### config.mk
export PLATFORM = sky130hd
export DESIGN_NAME = rx_symbol_packer
export DESIGN_NICKNAME = d
export VERILOG_FILES = /design/src/rtl/phy_pipe_pkg.sv /design/src/rtl/rx_status_merge.sv /design/src/rtl/rx_symbol_packer.sv
export SDC_FILE = /design/constraint.sdc
export NUM_CORES = 1
export LEC_CHECK = 0
export CAP_MARGIN = 20
export CELL_PAD_IN_SITES_DETAIL_PLACEMENT = 1
export CELL_PAD_IN_SITES_GLOBAL_PLACEMENT = 1
export CORE_UTILIZATION = 45
export CTS_CLUSTER_SIZE = 8
export DETAILED_ROUTE_END_ITERATION = 10
export HOLD_SLACK_MARGIN = 0.05
export PLACE_DENSITY_LB_ADDON = 0.1
export SYNTH_ARGS = -nofsm -noshare
export SYNTH_HDL_FRONTEND = slang
export SYNTH_SLANG_ARGS = --single-unit
### constraint.sdc
create_clock -name PCLK -period 15.01 [get_ports PCLK]
set_clock_uncertainty 0.15 [all_clocks]
set_input_delay 2.2515 -clock PCLK [delete_from_list [all_inputs] [get_ports PCLK]]
set_output_delay 2.2515 -clock PCLK [all_outputs]
set_load 0.02 [all_outputs]
### src/rtl/phy_pipe_pkg.sv
// Shared PIPE RX definitions: status width, status code ordering (larger = more severe),
// and the DataBusWidth-to-byte-count mapping used by the receive packer.
package phy_pipe_pkg;

    localparam int STATUS_W = 3;

    typedef enum logic [STATUS_W-1:0] {
        OK        = 3'b000,
        SKP_ADD   = 3'b001,
        SKP_REM   = 3'b010,
        RX_DETECT = 3'b011,
        DEC_ERR   = 3'b100,
        EB_OVF    = 3'b101,
        EB_UNF    = 3'b110,
        DISP_ERR  = 3'b111
    } rx_status_e;

    localparam logic [5:0] DBW_8    = 6'd8;
    localparam logic [5:0] DBW_16   = 6'd16;
    localparam logic [5:0] DBW_32   = 6'd32;
    localparam logic [2:0] BYTES_8  = 3'd1;
    localparam logic [2:0] BYTES_16 = 3'd2;
    localparam logic [2:0] BYTES_32 = 3'd4;

    // Returns 0 for any width that has no byte-count mapping.
    function automatic logic [2:0] width_to_bytes(input logic [5:0] dbw);
        logic [2:0] bytes;
        case (dbw)
            DBW_8:   bytes = BYTES_8;
            DBW_16:  bytes = BYTES_16;
            DBW_32:  bytes = BYTES_32;
            default: bytes = 3'd0;
        endcase
        return bytes;
    endfunction

endpackage

### src/rtl/rx_status_merge.sv
// Combinational max-reduction of per-lane PIPE status codes over the lanes flagged valid.
// Zero latency; no flow control.
module rx_status_merge #(
    parameter int N  = 4,
    parameter int SW = 3
) (
    input  logic [N-1:0][SW-1:0] i_lane_st,
    input  logic [N-1:0]         i_lane_vld,
    output logic [SW-1:0]        o_status
);

    logic [SW-1:0] w_max;

    always_comb begin
        w_max = '0;
        for (int i = 0; i < N; i++) begin
            if (i_lane_vld[i] && (i_lane_st[i] > w_max)) begin
                w_max = i_lane_st[i];
            end
        end
    end

    assign o_status = w_max;

endmodule

### src/rtl/rx_symbol_packer.sv
// Packs decoded bytes into 8/16/32-bit PIPE RX words; outputs registered, strobe one cycle after the accepting edge,
// no backpressure (MAC takes every strobe). RX_PACKER_STATS_EN adds the saturating Err_Count output.
module rx_symbol_packer #(
    parameter int MAX_BYTES = 4,
    parameter int STATUS_W  = phy_pipe_pkg::STATUS_W
) (
    input  logic                   PCLK,
    input  logic                   Reset,
    input  logic [7:0]             Sym_Data,
    input  logic                   Sym_DataK,
    input  logic [STATUS_W-1:0]    Sym_Status,
    input  logic                   Sym_Valid,
    input  logic [5:0]             DataBusWidth,
    input  logic                   Flush,
    output logic [8*MAX_BYTES-1:0] Rx_Data,
    output logic [MAX_BYTES-1:0]   Rx_DataK,
    output logic [STATUS_W-1:0]    Rx_Status,
    output logic                   Rx_Valid,
    output logic                   Rx_Partial,
    output logic                   Width_Err
`ifdef RX_PACKER_STATS_EN
    ,
    output logic [15:0]            Err_Count
`endif
);
    import phy_pipe_pkg::*;

    localparam logic [2:0] MAXB = 3'(MAX_BYTES);

    logic [2:0]                         r_idx;
    logic [2:0]                         r_width;
    logic [MAX_BYTES-1:0][7:0]          r_lane_dat;
    logic [MAX_BYTES-1:0]               r_lane_k;
    logic [MAX_BYTES-1:0][STATUS_W-1:0] r_lane_st;

    logic [2:0]                         w_dec;
    logic                               w_bad;
    logic [2:0]                         w_eff_width;
    logic [2:0]                         w_cnt;
    logic                               w_complete;
    logic                               w_partial;
    logic                               w_emit;
    logic [MAX_BYTES-1:0][7:0]          w_nxt_dat;
    logic [MAX_BYTES-1:0]               w_nxt_k;
    logic [MAX_BYTES-1:0][STATUS_W-1:0] w_nxt_st;
    logic [MAX_BYTES-1:0]               w_mask;
    logic [MAX_BYTES-1:0][7:0]          w_out_dat;
    logic [MAX_BYTES-1:0]               w_out_k;
    logic [STATUS_W-1:0]                w_merged_st;

    assign w_dec = width_to_bytes(DataBusWidth);
    assign w_bad = (w_dec == 3'd0) || (w_dec > MAXB);

    // At index 0 the word being started uses the width sampled this very cycle.
    assign w_eff_width = (r_idx == 3'd0) ? (w_bad ? 3'd1 : w_dec) : r_width;
    assign w_cnt       = r_idx + 3'(Sym_Valid);
    assign w_complete  = Sym_Valid && (w_cnt == w_eff_width);
    assign w_partial   = Flush && !w_complete && (w_cnt != 3'd0);
    assign w_emit      = w_complete || w_partial;

    always_comb begin
        w_nxt_dat = r_lane_dat;
        w_nxt_k   = r_lane_k;
        w_nxt_st  = r_lane_st;
        w_mask    = '0;
        w_out_dat = '0;
        w_out_k   = '0;
        for (int i = 0; i < MAX_BYTES; i++) begin
            if (Sym_Valid && (r_idx == 3'(i))) begin
                w_nxt_dat[i] = Sym_Data;
                w_nxt_k[i]   = Sym_DataK;
                w_nxt_st[i]  = Sym_Status;
            end
            w_mask[i] = (3'(i) < w_cnt);
            if (w_mask[i]) begin
                w_out_dat[i] = w_nxt_dat[i];
                w_out_k[i]   = w_nxt_k[i];
            end
        end
    end

    rx_status_merge #(
        .N  (MAX_BYTES),
        .SW (STATUS_W)
    ) u_status_merge (
        .i_lane_st  (w_nxt_st),
        .i_lane_vld (w_mask),
        .o_status   (w_merged_st)
    );

    always_ff @(posedge PCLK or posedge Reset) begin
        if (Reset) begin
            r_idx      <= 3'd0;
            r_width    <= 3'd1;
            r_lane_dat <= '0;
            r_lane_k   <= '0;
            r_lane_st  <= '0;
            Rx_Data    <= '0;
            Rx_DataK   <= '0;
            Rx_Status  <= '0;
            Rx_Valid   <= 1'b0;
            Rx_Partial <= 1'b0;
            Width_Err  <= 1'b0;
        end else begin
            if (r_idx == 3'd0) begin
                r_width   <= w_eff_width;
                Width_Err <= w_bad;
            end
            r_lane_dat <= w_nxt_dat;
            r_lane_k   <= w_nxt_k;
            r_lane_st  <= w_nxt_st;
            r_idx      <= w_emit ? 3'd0 : w_cnt;
            Rx_Valid   <= w_emit;
            if (w_emit) begin
                Rx_Data    <= w_out_dat;
                Rx_DataK   <= w_out_k;
                Rx_Status  <= w_merged_st;
                Rx_Partial <= w_partial;
            end
        end
    end

`ifdef RX_PACKER_STATS_EN
    always_ff @(posedge PCLK or posedge Reset) begin
        if (Reset) begin
            Err_Count <= 16'd0;
        end else if (Sym_Valid && (Sym_Status != '0) && (Err_Count != 16'hFFFF)) begin
            Err_Count <= Err_Count + 16'd1;
        end
    end
`endif

endmodule

Yosys cells after proc, flatten, opt, wreduce, memory -nomap -nowiden
Cells that the tools add are included.
{ "classes": {"n_reduce_logical": 17, "order_cmp": 9, "addsub": 1, "n_eq_ne": 7, "n_mux": 28} }
{ "op_table": {"columns": ["op", "count"], "rows": [
  ["two-way mux 8 bit", 8],
  ["two-way mux 3 bit", 11],
  ["logical AND 1 bit", 11],
  ["> comparator 3 bit", 3],
  ["case mux 3 bit (3 select lines)", 1],
  ["two-way mux 1 bit", 8],
  ["== test 3 x 2 -> 1 bit (second input constant)", 2],
  ["== test 6 x 4 -> 1 bit (second input constant)", 1],
  ["== test 6 x 5 -> 1 bit (second input constant)", 1],
  ["== test 6 bit (second input constant)", 1],
  ["zero test 3 bit", 2],
  ["less-than comparator 1 x 3 -> 1 bit (first input constant)", 2],
  ["less-than comparator 2 x 3 -> 1 bit (first input constant)", 2],
  ["adder 3 x 1 -> 3 bit", 1],
  ["== test 3 x 1 -> 1 bit (second input constant)", 1],
  ["== test 3 bit", 1],
  ["> comparator 3 x 1 -> 1 bit (second input constant)", 1],
  ["> comparator 3 bit (second input constant)", 1],
  ["nonzero test 3 bit", 1],
  ["logical OR 1 bit", 2],
  ["zero test 1 bit", 1]
]} }
{ "totals": {"output_inout_bits": 42, "elab_cells": 79, "reg_bits": 96, "input_bits": 22} }

Logic depth before layout (Yosys ltp)
{ "depth": {"ltp_word": 15, "ltp_mapped": 27, "ltp_nobuf": 26} }

Hierarchy
From an unflattened synthesis, not the netlist that was laid out.
{ "hier_totals": {"hier_cells": 351, "area_unflattened_um2": 4400.5} }
{ "modules_own_cells": {"columns": ["mod", "area_each_um2", "cells_per_inst", "instances", "seq_area_each_um2"], "rows": [
  ["rx_symbol_packer", 4040.1, 303, 1, 2403.6],
  ["rx_status_merge", 360.3, 48, 1, 0.0]
]} }

Least setup slack after synthesis
Ideal clock, no wire load.
{ "synth_timing": {"kind": "input to register", "startpoint": "input port Sym_Valid", "endpoint": "register Rx_Status[2]", "n_path_buf": 3, "required_ns": 14.728, "arrival_time_ns": 7.018, "stages": 25, "slack_ns": 7.710, "setup_time_ns": 0.132, "path_cell_list": "ha_1 > ha_1 > clkbuf_1 > or3_1 > clkbuf_1 > clkbuf_1 > nand2_1 > ha_1 > nor2b_1 > a221oi_1 > or2_2 > mux2i_1 > ha_1 > nor2b_1 > o21ai_0 > and2_1 > o32ai_1 > o21bai_1 > nand2_1 > ha_1 > a21o_1 > a21oi_1 > a311oi_1 > mux2i_1 > o21ai_0"} }
{ "synth_via": {"elab_chain_len": 14, "elab_cells_between_ends": 32, "cone_classes": "add/sub (1); order compare (8); eq/ne (1); mux (8); reduce/logical (14)"} }
{ "synth_lines": {"columns": ["item", "line", "source"], "rows": [
  ["start: declaration", "rx_symbol_packer.sv:12", "input logic Sym_Valid,"],
  ["branches (longest 14 deep; another with adder 3 x 1 -> 3 bit)", null, null],
  ["end signal: assignment", "rx_symbol_packer.sv:117", "Rx_Status <= w_merged_st;"],
  ["end: declaration", "rx_symbol_packer.sv:17", "output logic [STATUS_W-1:0] Rx_Status,"]
]} }
Parallel ways; which one is timed is not known.
A chain may end at the register's enable or synchronous reset.

Worst setup path in the final report
Ends and elaborated chain as after synthesis.

==> Implementation_results.wiki <==
{| class="wikitable"
! Metric !! Value
|-
| Average wire per standard cell || 18.1 um
|-
| Library cell contributing the largest single delay on the critical path || xor2_1
|-
| Total of flip-flops plus latches after synthesis || 96
|-
| Power consumption || 1.10 mW
|-
| Total number of clock tree sinks || 96
|-
| Critical path start-end classification || primary input to flip-flop
|-
| Largest stage delay on the critical path || 0.80 ns
|-
| Async set or reset register ratio after synthesis || 1.00
|-
| Cell area after synthesis || 4220 um^2
|-
| Die W || 98.9 um
|-
| Part of the cycle the worst path needs || 0.583
|-
| Max-slew violation count || 0
|-
| Cell with the most instances on the worst path || ha_1
|-
| Number of diodes added for antenna fixing || 0
|-
| WP data required || 15.06 ns
|-
| Worst Hold Margin || 0.336 ns
|-
| Global-route usage over all layers || 0.221
|-
| Setup crit start kind || primary input
|-
| Effective utilization at floorplan || 0.475
|-
| Global-route wire length before repair || 16,600 um
|-
| Final routed wirelength across all metal layers || 9860 um
|-
| TritonCTS clock tree || yes
|-
| Setup repair after global routing missed its margin || false
|-
| Drt first-iter violations || 138
|-
| # hold bufs at CTS || 0
|-
| Vias post-DR || 2,931
|-
| Layout Cell Area excl Fill || 5120 um^2
|-
| Tightest slew margin relative to the limit || 0.231
|-
| Reg2reg setup slack || 8.19 ns
|-
| Final sum of negative setup slack || 0 ns
|-
| Area leader, netlist || dfrtp_1
|-
| Count of TritonRoute iterations in the first routing pass || 4
|-
| Layout filler cell count || 963
|-
| Cells after synthesis || 372
|-
| Top flip-flop cell by instance count after synthesis || dfrtp_1
|-
| Status || finished clean
|-
| Power density of the placed cells || 215 nW/um^2
|-
| Number of antenna violations at the first check in global routing || 0
|-
| Port buffer count || 63
|-
| GR Overflow Total || 0
|-
| Clock buffer depth || 2
|-
| Die Y || 98.9 um
|-
| Non-filler instance count after layout || 544
|-
| Leakage power || 2.25 nW
|-
| Number of max-cap violations || 0
|-
| Endpoint of the worst hold-timing path || Rx_Data[12]$_DFFE_PP0P_
|-
| Final ANT Viol Nets || 0
|-
| Highest net fanout along the worst path || 14
|-
| Top-Level Pins || 64
|-
| Routed via count divided by cell count || 5.39
|-
| Highest clock rate || 114 MHz
|-
| Final Setup Violations || 0
|-
| Number of distinct library cell variants in the gate-level netlist after synthesis || 49
|-
| Startpoint of the worst hold path || Rx_Data[12]$_DFFE_PP0P_
|-
| Worst min path class || flip-flop to flip-flop
|-
| DRC || 0
|-
| Source-to-sink clock delay at the later pin of the worst-skew pair || 0.36 ns
|-
| Clock transition at the registers of the reported paths || 0.11 ns
|-
| Worst setup path startpoint || Sym_Valid
|-
| Fraction of synthesized cell area taken by the top area cell type || 0.563
|-
| Post-CTS setup repair buffer count || 0
|-
| Largest vdd supply drop || 91.9 uV
|-
| Final hold violations || 0
|-
| Clock tree root driver cell || clkbuf_8
|-
| Area of the core || 8890 um^2
|-
| CP arrival || 8.80 ns
|-
| Syn_area_per_cell || 11.4 um^2
|-
| Number of synthesized flops with an enable pin || 0
|-
| Hold Path Cell Cnt || 2
|-
| Tmin final || 8.75 ns
|-
| Share of post-route cells with drive strength above 1 || 0.181
|-
| Length in cells of the worst reg-to-reg path || 23
|-
| Final weighted congestion of routability-driven global placement || 0.807
|-
| Cell count after placement || 528
|-
| Detailed Place HPWL || 6900 um
|-
| Post-CTS sizing || 0
|-
| Maximum number of pins on one net before global-route repair || 76
|-
| Actual slew at the worst max-slew pin || 1.15 ns
|-
| Nets || 464
|-
| Reg2Reg Launch Point || r_idx[0]$_DFF_PP0_
|-
| Sequential share of the synthesized area || 0.569
|-
| Largest cells by area after synthesis || dfrtp_1 56%, mux2_2 12%, nand2_1 7.4%
|-
| Die Outline Area || 9780 um^2
|-
| Critical Path Sink Type || flip-flop
|-
| Area growth syn-to-layout || 21.2%
|-
| H-tree depth reported by CTS || 3
|-
| Leading post-synthesis cells by instance count || 95 x dfrtp_1, 83 x nand2_1, 44 x mux2_2
|-
| Library cell with the highest instance count after synthesis || dfrtp_1
|-
| Nets in the synthesized netlist || 405
|-
| Critical register-to-register path endpoint || Rx_Status[2]$_DFFE_PP0P_
|-
| Post-DP Area || 4940 um^2
|-
| CTS Buf Count || 9
|-
| Count of warnings emitted by yosys || 0
|-
| Row count || 34
|-
| Vias in the first global route || 3,131
|-
| Worst-path cell chain || clkdlybuf4s50_1 > ha_1 > ha_1 > xor2_1 > or3_1 > nand2_1 > ha_1 > nor2b_1 > a221oi_1 > or2_2 > mux2i_1 > ha_1 > nor2b_1 > o21ai_0 > and2_1 > o32ai_1 > o21bai_1 > nand2_1 > ha_1 > a21o_1 > a21oi_1 > a311oi_1 > mux2i_1 > o21ai_0
|}
## layout by cell type, fill, tap and decap left out, types with 2 or more instances in the layout
master	count
nor2_1	4
xnor2_1	3
dfrtp_1	95
ha_1	11
buf_4	3
o21ai_0	40
and2_1	5
nand3b_1	3
xor2_1	3
nor2b_1	2
a21o_1	2
mux2_2	44
clkdlybuf4s50_1	63
clkinvlp_4	2
or2_2	3
clkbuf_8	9
inv_6	2
nor3_1	2
mux2i_1	7
a21oi_1	6
inv_1	11
nand2_1	83
## cells by family after synthesis
family	after synthesis	share of synthesized area
muxes	52	0.137
DFF	96	0.569
adders and majority gates	11	0.0326
buffers and inverters	30	0.0279
xor gates and xnor gates	6	0.0124
and+or+nand+nor	115	0.132
AOI/OAI and AO/OA	62	0.0886
## worst max-delay path, delay by kind of cell
kind	cells	cell delay, ns
simple gates	7	1.47
compound gates	8	1.89
buf+inv	1	0.50
mux	2	0.50
xor+xnor	1	0.80
fa+ha+maj	5	1.37
## per-layer routing
layer / track usage / up-vias / wire length [um]
met5: 0 / - / 0
met4: 0.0631 / 0 / 104
met3: 0.0369 / 10 / 235
met2: 0.351 / 48 / 4680
met1: 0.313 / 1488 / 4840
li1: - / 1385 / -
## power breakdown
group	leakage [nW]	switching, mW	internal, mW	total [mW]
combinational	0.950	0.300	0.231	0.531
clock	0.0854	0.0981	0.0631	0.161
sequential	1.21	0.0436	0.364	0.407
total	2.25	0.442	0.658	1.10
## area by class of cell
| cell class | instances | area (um^2) | area share |
|---|---|---|---|
| clock buffers | 10 | 128 | 0.0249 |
| clock inverters | 6 | 52.6 | 0.0103 |
| inverters | 12 | 46.3 | 0.00904 |
| multi-input cells | 246 | 1700 | 0.332 |
| flip-flops and latches | 96 | 2400 | 0.469 |
| well taps | 108 | 135 | 0.0264 |
| repair buffers | 66 | 653 | 0.128 |
## metrics by stage
step / setup WS, ns / utilization
floorplan: 7.71 / -
global placement: 6.43 / 0.556
detailed placement: 5.98 / 0.556
CTS: 6.37 / 0.576
global route: 5.68 / 0.576
finish: 6.26 / 0.576
## worst max path at each step
stage	to	slack, ns
final	Rx_Status[2]$_DFFE_PP0P_	6.26
after global routing	Rx_Status[2]$_DFFE_PP0P_	5.68
after CTS	Rx_Status[2]$_DFFE_PP0P_	6.37
after detailed placement	Rx_Status[2]$_DFFE_PP0P_	5.98
after global placement	Rx_Status[2]$_DFFE_PP0P_	6.43
after floorplan	Rx_Status[2]$_DFFE_PP0P_	7.71
## state kept, by name (all words and copies together), names as in the netlist
register / count
r_lane_dat: 32
r_idx: 3
r_width: 3
Rx_Status: 3
r_lane_st: 12
r_lane_k: 4
Rx_Data: 32
Rx_DataK: 4
Rx_Partial: 1
Width_Err: 1
Rx_Valid: 1
(Power assumes the default switching activity.)
